<file path="config.mk">
export PLATFORM = sky130hd
export DESIGN_NAME = mem_wishbone_master
export DESIGN_NICKNAME = d
export VERILOG_FILES = /design/src/rtl/mem_wishbone_master_pkg.sv /design/src/rtl/mem_lane_align.sv /design/src/rtl/mem_wishbone_master.sv
export SDC_FILE = /design/constraint.sdc
export NUM_CORES = 1
export LEC_CHECK = 0
export CORE_ASPECT_RATIO = 1.75
export CORE_MARGIN = 1
export CORE_UTILIZATION = 46
export DETAILED_ROUTE_END_ITERATION = 12
export PLACE_DENSITY = 0.83
export SLEW_MARGIN = 20
export SYNTH_ARGS = -nofsm -noshare
export SYNTH_HDL_FRONTEND = slang
export SYNTH_SLANG_ARGS = --single-unit
</file>
<file path="constraint.sdc">
create_clock -name clk -period 7.1 [get_ports clk]
set_clock_uncertainty 0.2 [all_clocks]
set_input_delay 1.42 -clock clk [delete_from_list [all_inputs] [get_ports clk]]
set_output_delay 1.42 -clock clk [all_outputs]
set_load 0.02 [all_outputs]
</file>
<file path="src/rtl/mem_wishbone_master_pkg.sv">
// Shared definitions for the MEM-stage Wishbone data port: RV32 load/store
// size encodings, bus FSM states and a funct3 size decoder.
package mem_wishbone_master_pkg;

  localparam logic [2:0] F3_LB  = 3'b000;
  localparam logic [2:0] F3_LH  = 3'b001;
  localparam logic [2:0] F3_LW  = 3'b010;
  localparam logic [2:0] F3_LBU = 3'b100;
  localparam logic [2:0] F3_LHU = 3'b101;
  localparam logic [2:0] F3_SB  = 3'b000;
  localparam logic [2:0] F3_SH  = 3'b001;
  localparam logic [2:0] F3_SW  = 3'b010;

  typedef enum logic [1:0] {WB_IDLE, WB_BUS, WB_RESP} wb_state_t;
  typedef enum logic [1:0] {SZ_BYTE, SZ_HALF, SZ_WORD} acc_size_t;

  // Any encoding that is not a byte or halfword access behaves as a word.
  function automatic acc_size_t f3_size(input logic [2:0] f3);
    case (f3)
      F3_LB, F3_LBU: return SZ_BYTE;
      F3_LH, F3_LHU: return SZ_HALF;
      default:       return SZ_WORD;
    endcase
  endfunction

endpackage

</file>
<file path="src/rtl/mem_lane_align.sv">
// Byte-lane steering for the data port: select/write-data placement and
// misalignment on the request side, lane extraction and extension on the response side.
module mem_lane_align
  import mem_wishbone_master_pkg::*;
(
  input  logic [1:0]  acc_addr_lo,
  input  logic [2:0]  acc_funct3,
  input  logic [31:0] acc_wdata,
  output logic [3:0]  acc_sel,
  output logic [31:0] acc_wdata_lanes,
  output logic        acc_misaligned,
  input  logic [1:0]  rsp_addr_lo,
  input  logic [2:0]  rsp_funct3,
  input  logic [31:0] rsp_rdata,
  output logic [31:0] rsp_load_data
);

  logic [7:0]  ld_byte;
  logic [15:0] ld_half;
  logic        ld_unsigned;

  always_comb begin
    acc_sel         = 4'b1111;
    acc_wdata_lanes = acc_wdata;
    acc_misaligned  = 1'b0;
    case (f3_size(acc_funct3))
      SZ_BYTE: begin
        acc_sel         = 4'b0001 << acc_addr_lo;
        acc_wdata_lanes = {4{acc_wdata[7:0]}};
      end
      SZ_HALF: begin
        acc_sel         = 4'b0011 << acc_addr_lo;
        acc_wdata_lanes = {2{acc_wdata[15:0]}};
        acc_misaligned  = acc_addr_lo[0];
      end
      default: acc_misaligned = |acc_addr_lo;
    endcase
  end

  // Halfword loads are aligned by construction, so only addr bit 1 picks the half.
  always_comb begin
    case (rsp_addr_lo)
      2'd0:    ld_byte = rsp_rdata[7:0];
      2'd1:    ld_byte = rsp_rdata[15:8];
      2'd2:    ld_byte = rsp_rdata[23:16];
      default: ld_byte = rsp_rdata[31:24];
    endcase
    ld_half     = rsp_addr_lo[1] ? rsp_rdata[31:16] : rsp_rdata[15:0];
    ld_unsigned = (rsp_funct3 == F3_LBU) || (rsp_funct3 == F3_LHU);
    case (f3_size(rsp_funct3))
      SZ_BYTE: rsp_load_data = ld_unsigned ? {24'b0, ld_byte} : {{24{ld_byte[7]}}, ld_byte};
      SZ_HALF: rsp_load_data = ld_unsigned ? {16'b0, ld_half} : {{16{ld_half[15]}}, ld_half};
      default: rsp_load_data = rsp_rdata;
    endcase
  end

endmodule

</file>
<file path="src/rtl/mem_wishbone_master.sv">
// MEM-stage data-memory port: one load/store becomes one Wishbone B4 classic
// cycle, with stall handshake to the hazard unit and fault reporting to trap logic.
module mem_wishbone_master
  import mem_wishbone_master_pkg::*;
#(
  parameter int unsigned TIMEOUT_CYCLES = 255,
  parameter int unsigned ADDR_WIDTH     = 32
) (
  input  logic                  clk,
  input  logic                  rst_n,
  input  logic                  mem_valid,
  input  logic                  mem_rd_en,
  input  logic                  mem_wr_en,
  input  logic [2:0]            mem_funct3,
  input  logic [31:0]           mem_addr,
  input  logic [31:0]           mem_wdata,
  input  logic                  mem_trap_valid,
  output logic                  wishbone_req,
  output logic                  wishbone_done,
  output logic [31:0]           load_rdata,
  output logic                  misaligned,
  output logic                  access_fault,
  output logic                  wb_cyc_o,
  output logic                  wb_stb_o,
  output logic                  wb_we_o,
  output logic [ADDR_WIDTH-1:0] wb_adr_o,
  output logic [31:0]           wb_dat_o,
  output logic [3:0]            wb_sel_o,
  input  logic [31:0]           wb_dat_i,
  input  logic                  wb_ack_i,
  input  logic                  wb_err_i
);

  localparam int unsigned CNT_W    = (TIMEOUT_CYCLES > 1) ? $clog2(TIMEOUT_CYCLES) : 1;
  localparam int unsigned TMO_LAST = (TIMEOUT_CYCLES > 0) ? TIMEOUT_CYCLES - 1 : 0;

  wb_state_t             state_q, state_d;
  logic                  cyc_q, we_q, fault_q;
  logic [ADDR_WIDTH-1:0] adr_q;
  logic [31:0]           dat_q, rdata_q;
  logic [3:0]            sel_q;
  logic [1:0]            lo_q;
  logic [2:0]            f3_q;
  logic [CNT_W-1:0]      tmo_cnt_q;

  logic                  mem_access, access_req, timeout_hit, bus_end, bus_fault;
  logic                  acc_misaligned;
  logic [3:0]            acc_sel;
  logic [31:0]           acc_wdata_lanes, rsp_load_data;
  logic [ADDR_WIDTH-1:0] adr_word;

  mem_lane_align u_align (
    .acc_addr_lo     (mem_addr[1:0]),
    .acc_funct3      (mem_funct3),
    .acc_wdata       (mem_wdata),
    .acc_sel         (acc_sel),
    .acc_wdata_lanes (acc_wdata_lanes),
    .acc_misaligned  (acc_misaligned),
    .rsp_addr_lo     (lo_q),
    .rsp_funct3      (f3_q),
    .rsp_rdata       (wb_dat_i),
    .rsp_load_data   (rsp_load_data)
  );

  assign mem_access  = mem_valid & (mem_rd_en | mem_wr_en);
  assign misaligned  = mem_access & acc_misaligned;
  assign access_req  = mem_access & ~mem_trap_valid & ~acc_misaligned;
  assign adr_word    = ADDR_WIDTH'({mem_addr[31:2], 2'b00});
  assign timeout_hit = (TIMEOUT_CYCLES != 0) && (tmo_cnt_q == CNT_W'(TMO_LAST));
  // A response arriving on the last allowed cycle still counts; ERR beats ACK.
  assign bus_end     = wb_ack_i | wb_err_i | timeout_hit;
  assign bus_fault   = wb_err_i | (timeout_hit & ~wb_ack_i);

  assign wb_cyc_o     = cyc_q;
  assign wb_stb_o     = cyc_q;
  assign wb_we_o      = we_q;
  assign wb_adr_o     = adr_q;
  assign wb_dat_o     = dat_q;
  assign wb_sel_o     = sel_q;
  assign load_rdata   = wishbone_done ? rdata_q : '0;
  assign access_fault = wishbone_done & fault_q;

  always_ff @(posedge clk) begin
    if (!rst_n) state_q <= WB_IDLE;
    else        state_q <= state_d;
  end

  always_comb begin
    state_d       = state_q;
    wishbone_req  = 1'b0;
    wishbone_done = 1'b0;
    case (state_q)
      WB_IDLE: begin
        wishbone_req = access_req;
        if (access_req) state_d = WB_BUS;
      end
      WB_BUS: begin
        wishbone_req = 1'b1;
        if (bus_end) state_d = WB_RESP;
      end
      WB_RESP: begin
        wishbone_req  = 1'b1;
        wishbone_done = 1'b1;
        state_d       = WB_IDLE;
      end
      default: state_d = WB_IDLE;
    endcase
  end

  // Bus-facing registers are cleared when the cycle ends so the bus idles at zero.
  always_ff @(posedge clk) begin
    if (!rst_n) begin
      cyc_q     <= 1'b0;
      we_q      <= 1'b0;
      adr_q     <= '0;
      dat_q     <= '0;
      sel_q     <= '0;
      lo_q      <= '0;
      f3_q      <= '0;
      rdata_q   <= '0;
      fault_q   <= 1'b0;
      tmo_cnt_q <= '0;
    end else begin
      case (state_q)
        WB_IDLE: begin
          if (access_req) begin
            cyc_q     <= 1'b1;
            we_q      <= mem_wr_en;
            adr_q     <= adr_word;
            dat_q     <= mem_wr_en ? acc_wdata_lanes : '0;
            sel_q     <= acc_sel;
            lo_q      <= mem_addr[1:0];
            f3_q      <= mem_funct3;
            tmo_cnt_q <= '0;
          end
        end
        WB_BUS: begin
          if (bus_end) begin
            cyc_q   <= 1'b0;
            we_q    <= 1'b0;
            adr_q   <= '0;
            dat_q   <= '0;
            sel_q   <= '0;
            fault_q <= bus_fault;
            rdata_q <= (we_q | bus_fault) ? '0 : rsp_load_data;
          end else if (TIMEOUT_CYCLES != 0) begin
            tmo_cnt_q <= tmo_cnt_q + 1'b1;
          end
        end
        default: ;
      endcase
    end
  end

endmodule

</file>
[Word level (Yosys, flattened, before mapping)]
Index checks and enable logic that the tools add are counted.
Word-level totals
  output and inout bits: 107
  input bits: 107
  register bits after elaboration: 118
Cells by class
  bitwise operators: 14
  mux-type cells: 34
  reduce and logical (&&, ||, !) cells: 19
  $add $sub $neg: 1
  eq/ne operators: 16
  shift-type cells: 2
Operators by type and width (number)
  32-bit two-way mux: 8
  32-bit one-hot mux with 2 select lines: 4
  8-bit one-hot mux with 3 select lines: 1
  16-bit two-way mux: 1
  8-bit two-way mux: 2
  4-bit one-hot mux with 2 select lines: 2
  8-bit one-hot mux with 2 select lines: 1
  3-bit equality test, second input constant: 4
  2-bit one-hot mux with 2 select lines: 3
  2-bit OR reduction: 6
  8-bit by 1-bit adder with 8-bit output, second input constant: 1
  2-bit by 1-bit equality test with 1-bit output, second input constant: 4
  8-bit equality test, second input constant: 1
  2-bit logical NOT: 4
  4-bit two-way mux: 2
  1-bit one-hot mux with 2 select lines: 4
  1-bit bitwise AND: 6
  3-bit by 1-bit equality test with 1-bit output, second input constant: 2
  3-bit logical NOT: 2
  2-bit inequality test, second input constant: 3
  2-bit AND reduction: 3
  3-bit AND reduction: 2
  1-bit bitwise OR: 5
  2-bit equality test, second input constant: 2
  other kinds (7): 13

[Logic depth before layout (Yosys ltp)]
  word-level depth: 9
  mapped depth: 9
  mapped depth without buffers: 7

[Cells and area by module]
Synthesis repeated with hierarchy kept, for this count alone.
Unflattened totals
  cell total of the unflattened synthesis: 756
  area, all modules: 6139.6 µm²
By module, submodules not included
  mem_wishbone_master: instances 1, seq. area each 2322.2 µm², area each 4994.8 µm², cells each 579
  mem_lane_align: instances 1, seq. area each 0.0 µm², area each 1144.8 µm², cells each 177

[Worst setup path after synthesis]
Ideal clock, no wire load.
  path kind: in2out
  from: in mem_rd_en
  to: out wishbone_req
  arrival time: 2.460 ns
  path slack: 3.020 ns
  buffers on the path: 0
  stages on the path: 5
  cell sequence: o21ai_1 or3b_1 nor2_2 nor2_1 nor2_1
On the way
  word-level cells in the longest chain between the ends: 5
RTL lines
  start: declaration: RTL line mem_wishbone_master.sv:12  | input logic mem_rd_en,
  1-bit bitwise OR: RTL line mem_wishbone_master.sv:65  | assign mem_access = mem_valid & (mem_rd_en | mem_wr_en);
  1-bit bitwise AND: RTL line mem_wishbone_master.sv:65
  1-bit bitwise AND (2 in series): RTL line mem_wishbone_master.sv:67  | assign access_req = mem_access & ~mem_trap_valid & ~acc_misaligned;
  1-bit one-hot mux with 2 select lines: RTL line mem_wishbone_master.sv:92  | case (state_q)
  end: declaration: RTL line mem_wishbone_master.sv:18  | output logic wishbone_req,
Every way passes these cells.

[Worst setup path after layout]
  from: in mem_wr_en
  to: out wishbone_req
On the way
  word-level cells in the longest chain between the ends: 5
RTL lines
  start: declaration: RTL line mem_wishbone_master.sv:13  | input logic mem_wr_en,
  1-bit bitwise OR: RTL line mem_wishbone_master.sv:65
  1-bit bitwise AND: RTL line mem_wishbone_master.sv:65
  1-bit bitwise AND (2 in series): RTL line mem_wishbone_master.sv:67
  1-bit one-hot mux with 2 select lines: RTL line mem_wishbone_master.sv:92
Every way passes these cells.

==> metrics <==
status complete, no violations; wire per inst between 15 and 20 um; layer with the highest usage met2; CTS Buf Count 17; FP Rows 50; Comb power frac 0.234; part of the power in registers 0.357; placed cells 837; Synth Warn # 0; Sw Pwr 0.000603 W; Worst-Skew Late Latency ~0.41 ns; CTS root buffer clkbuf_16; largest fanout on the critical path 8; worst vdd ir 0.000196 V; GRT overflow 0; Post-CTS Hold Fix Bufs 0; Via density 5.77; Die H 142 um; io pins 214; vias in the first global route about 4800; Port-buffer cells 211; FF-to-FF setup slack 3.98 ns; Startpoint Class input port; CTS tree built; gpl congestion approximately 0.86; Worst Path Arrival between 3 and 4 ns; largest cells by area after synthesis dfxtp_1 45%, a22o_1 7.8%, a221o_1 4.6%; crit share post-route 0.723; crit path to wishbone_req; antenna violations before repair 0; Remaining DRCs 0; First DRT Iteration DRCs 187; met3 Use GR 0.106; crit path capture type output port; htree depth 4; Bufs on Longest Clock Path 2; ratio of cells with drive above 1 in the final layout 0.0731; sequential area share after synthesis 0.449; Synth-to-Final Area Change 52.1%; Post-Syn Area 0.00517 mm2; CP cell instances clkdlybuf4s50_1 -> o21ai_1 -> or3b_1 -> nor2_2 -> nor2_1 -> nor2_1 -> clkdlybuf4s50_1; Hold Fails Final Rpt 0; diode count 0; Slew Limit Fails 0; leak pwr 2.97 nW; Critical R2R Launch state_q[1]; RSZ-0062 raised after global routing no; WP data required 5.48 ns; initial core utilization 0.478; HP Class reg2reg; post-CTS setup buffer count 0; Setup CP Type in2out; CP startpoint mem_wr_en; die extent in x 82.2 um; core area 0.0108 mm2; Total GRT Usage 0.285; syn avg cell area about 9.7 um2; pwr/cell area roughly 260 mW/mm2; largest net degree at the start of global routing 46; Final Critical Period 5.13 ns; fmax 195 MHz; post-DP HPWL between 10 and 15 mm; relative slew slack 0.284; area fraction of the dominant cell type after synthesis 0.449; ys async rst share 0; Pre-Repair DR Iteration Count 4; met1 Usage GRT 0.305; worst r2r path cells 6; setup violators final 0; Vias ~5000; terminus of the critical flop-to-flop path rdata_q[18]; Layout Nets 840; Post-synth EDFFs 0; actual slew at the worst max-slew pin roughly 1.1 ns; delay of the slowest critical-path stage 0.62 ns; met2 usage 0.475; post-CTS resize count 0; register bit total from synthesis 116; Finished Layout Cells roughly 870; area leader, netlist dfxtp_1; switch share 0.296; most frequent cell after synthesis dfxtp_1; Top FF cell, synth dfxtp_1; first-pass GRT wire length 24.6 mm; setup TNS 0 ns; clock power share 0.409; number of max-cap violations 0; post-route antenna net violation count 0; Routed WL approximately 16 mm; total die area between 0.01 and 0.015 mm2; top cells by count, synth 116 x dfxtp_1, 46 x a22o_1, 43 x nand2_1, 35 x and2_1, 26 x nor2_1; Worst path slowest cell clkdlybuf4s50_1; clock-pin transition on the worst setup and hold timing paths 0.05 ns; # clock sinks 116; Internal Power 0.00143 W; Cell variety after synth 50; Mapped Cells roughly 530
==> logic make-up after synthesis <==
family,after synthesis,synth area share
AOI/OAI and AO/OA,174,0.253
xor gates and xnor gates,6,0.0102
adders and majority gates,7,0.0169
buffers and inverters,59,0.0518
DFF,116,0.449
muxes,33,0.0857
other,1,0.000725
and+or+nand+nor,138,0.133
==> cell type report <==
class / instances / area, um2
clock buffer: 22 / 474
clock inverter: 10 / 105
fill: 797 / 2960
inverter: 15 / 56.3
multi-input combinational: 360 / 2600
sequential: 116 / 2320
tap: 130 / 163
timing repair buffer: 216 / 2150
==> critical path, delay by kind of cell <==
kind,cells,cell delay (ns)
AO/OA/AOI/OAI,1,0.12
buffers and inverters,2,1.11
AND/OR/NAND/NOR,4,0.86
==> cell usage in the layout, fill, tap and decap left out, drive strengths merged, types with 9 or more instances in the layout <==
| cell type | Yosys | final |
|---|---|---|
| nand2 | 43 | 43 |
| dfxtp | 116 | 116 |
| clkbuf | 21 | 22 |
| nor2 | 27 | 27 |
| o22ai | 16 | 16 |
| clkdlybuf4s50 | 0 | 211 |
| mux2i | 24 | 24 |
| inv | 14 | 14 |
| and2 | 35 | 35 |
| a22o | 46 | 46 |
| nor3 | 9 | 9 |
| o21ai | 34 | 34 |
| a221o | 24 | 24 |
| mux4 | 9 | 9 |
| a21oi | 22 | 22 |
==> metal layers <==
layer  up-vias  share of wire
li1       2353              -
met1      2364           0.37
met2       263           0.50
met3        36          0.087
met4         0          0.040
met5         -              0
==> registers in the layout, summed over array words and instances, names as in the netlist, 2 cells and up <==
signal	count
wb_adr_o	30
rdata_q	32
wb_dat_o	32
f3_q	3
state_q	2
wb_sel_o	4
tmo_cnt_q	8
lo_q	2
==> worst min path at each step <==
stage                      start            to  slack, ns  cells after the start
global placement         fault_q       fault_q       0.23                      2
global route        wb_dat_o[21]  wb_dat_o[21]       0.27                      2
floorplan                fault_q       fault_q       0.22                      2
CTS                      fault_q       fault_q       0.25                      2
finish                   fault_q       fault_q       0.25                      2
detailed placement       fault_q       fault_q       0.24                      2
==> power by group through the flow <==
| stage | Sequential [W] | Clock (W) | Combinational, W |
|---|---|---|---|
| floorplan | 0.000750 | 0 | 0.000276 |
| global placement | 0.000736 | 0 | 0.000463 |
| detailed placement | 0.000739 | 0 | 0.000470 |
| CTS | 0.000726 | 0.000848 | 0.000475 |
| global route | 0.000731 | 0.000879 | 0.000515 |
| finish | 0.000726 | 0.000834 | 0.000477 |
==> through the flow <==
step | power (W) | utilization | setup slack (ns) | cell area (um2) | hold WS [ns]
after detailed placement | 0.00121 | 0.673 | 1.98 | 7280 | 0.240
after global placement | 0.00120 | 0.673 | 2.01 | 7280 | 0.232
after floorplan | 0.00103 | - | 3.02 | 5170 | 0.216
after CTS | 0.00205 | 0.726 | 1.97 | 7860 | 0.248
final | 0.00204 | 0.727 | 1.97 | 7870 | 0.246
after global routing | 0.00212 | 0.727 | 1.82 | 7870 | 0.268
Note: power is estimated with default switching activity, not from simulation.
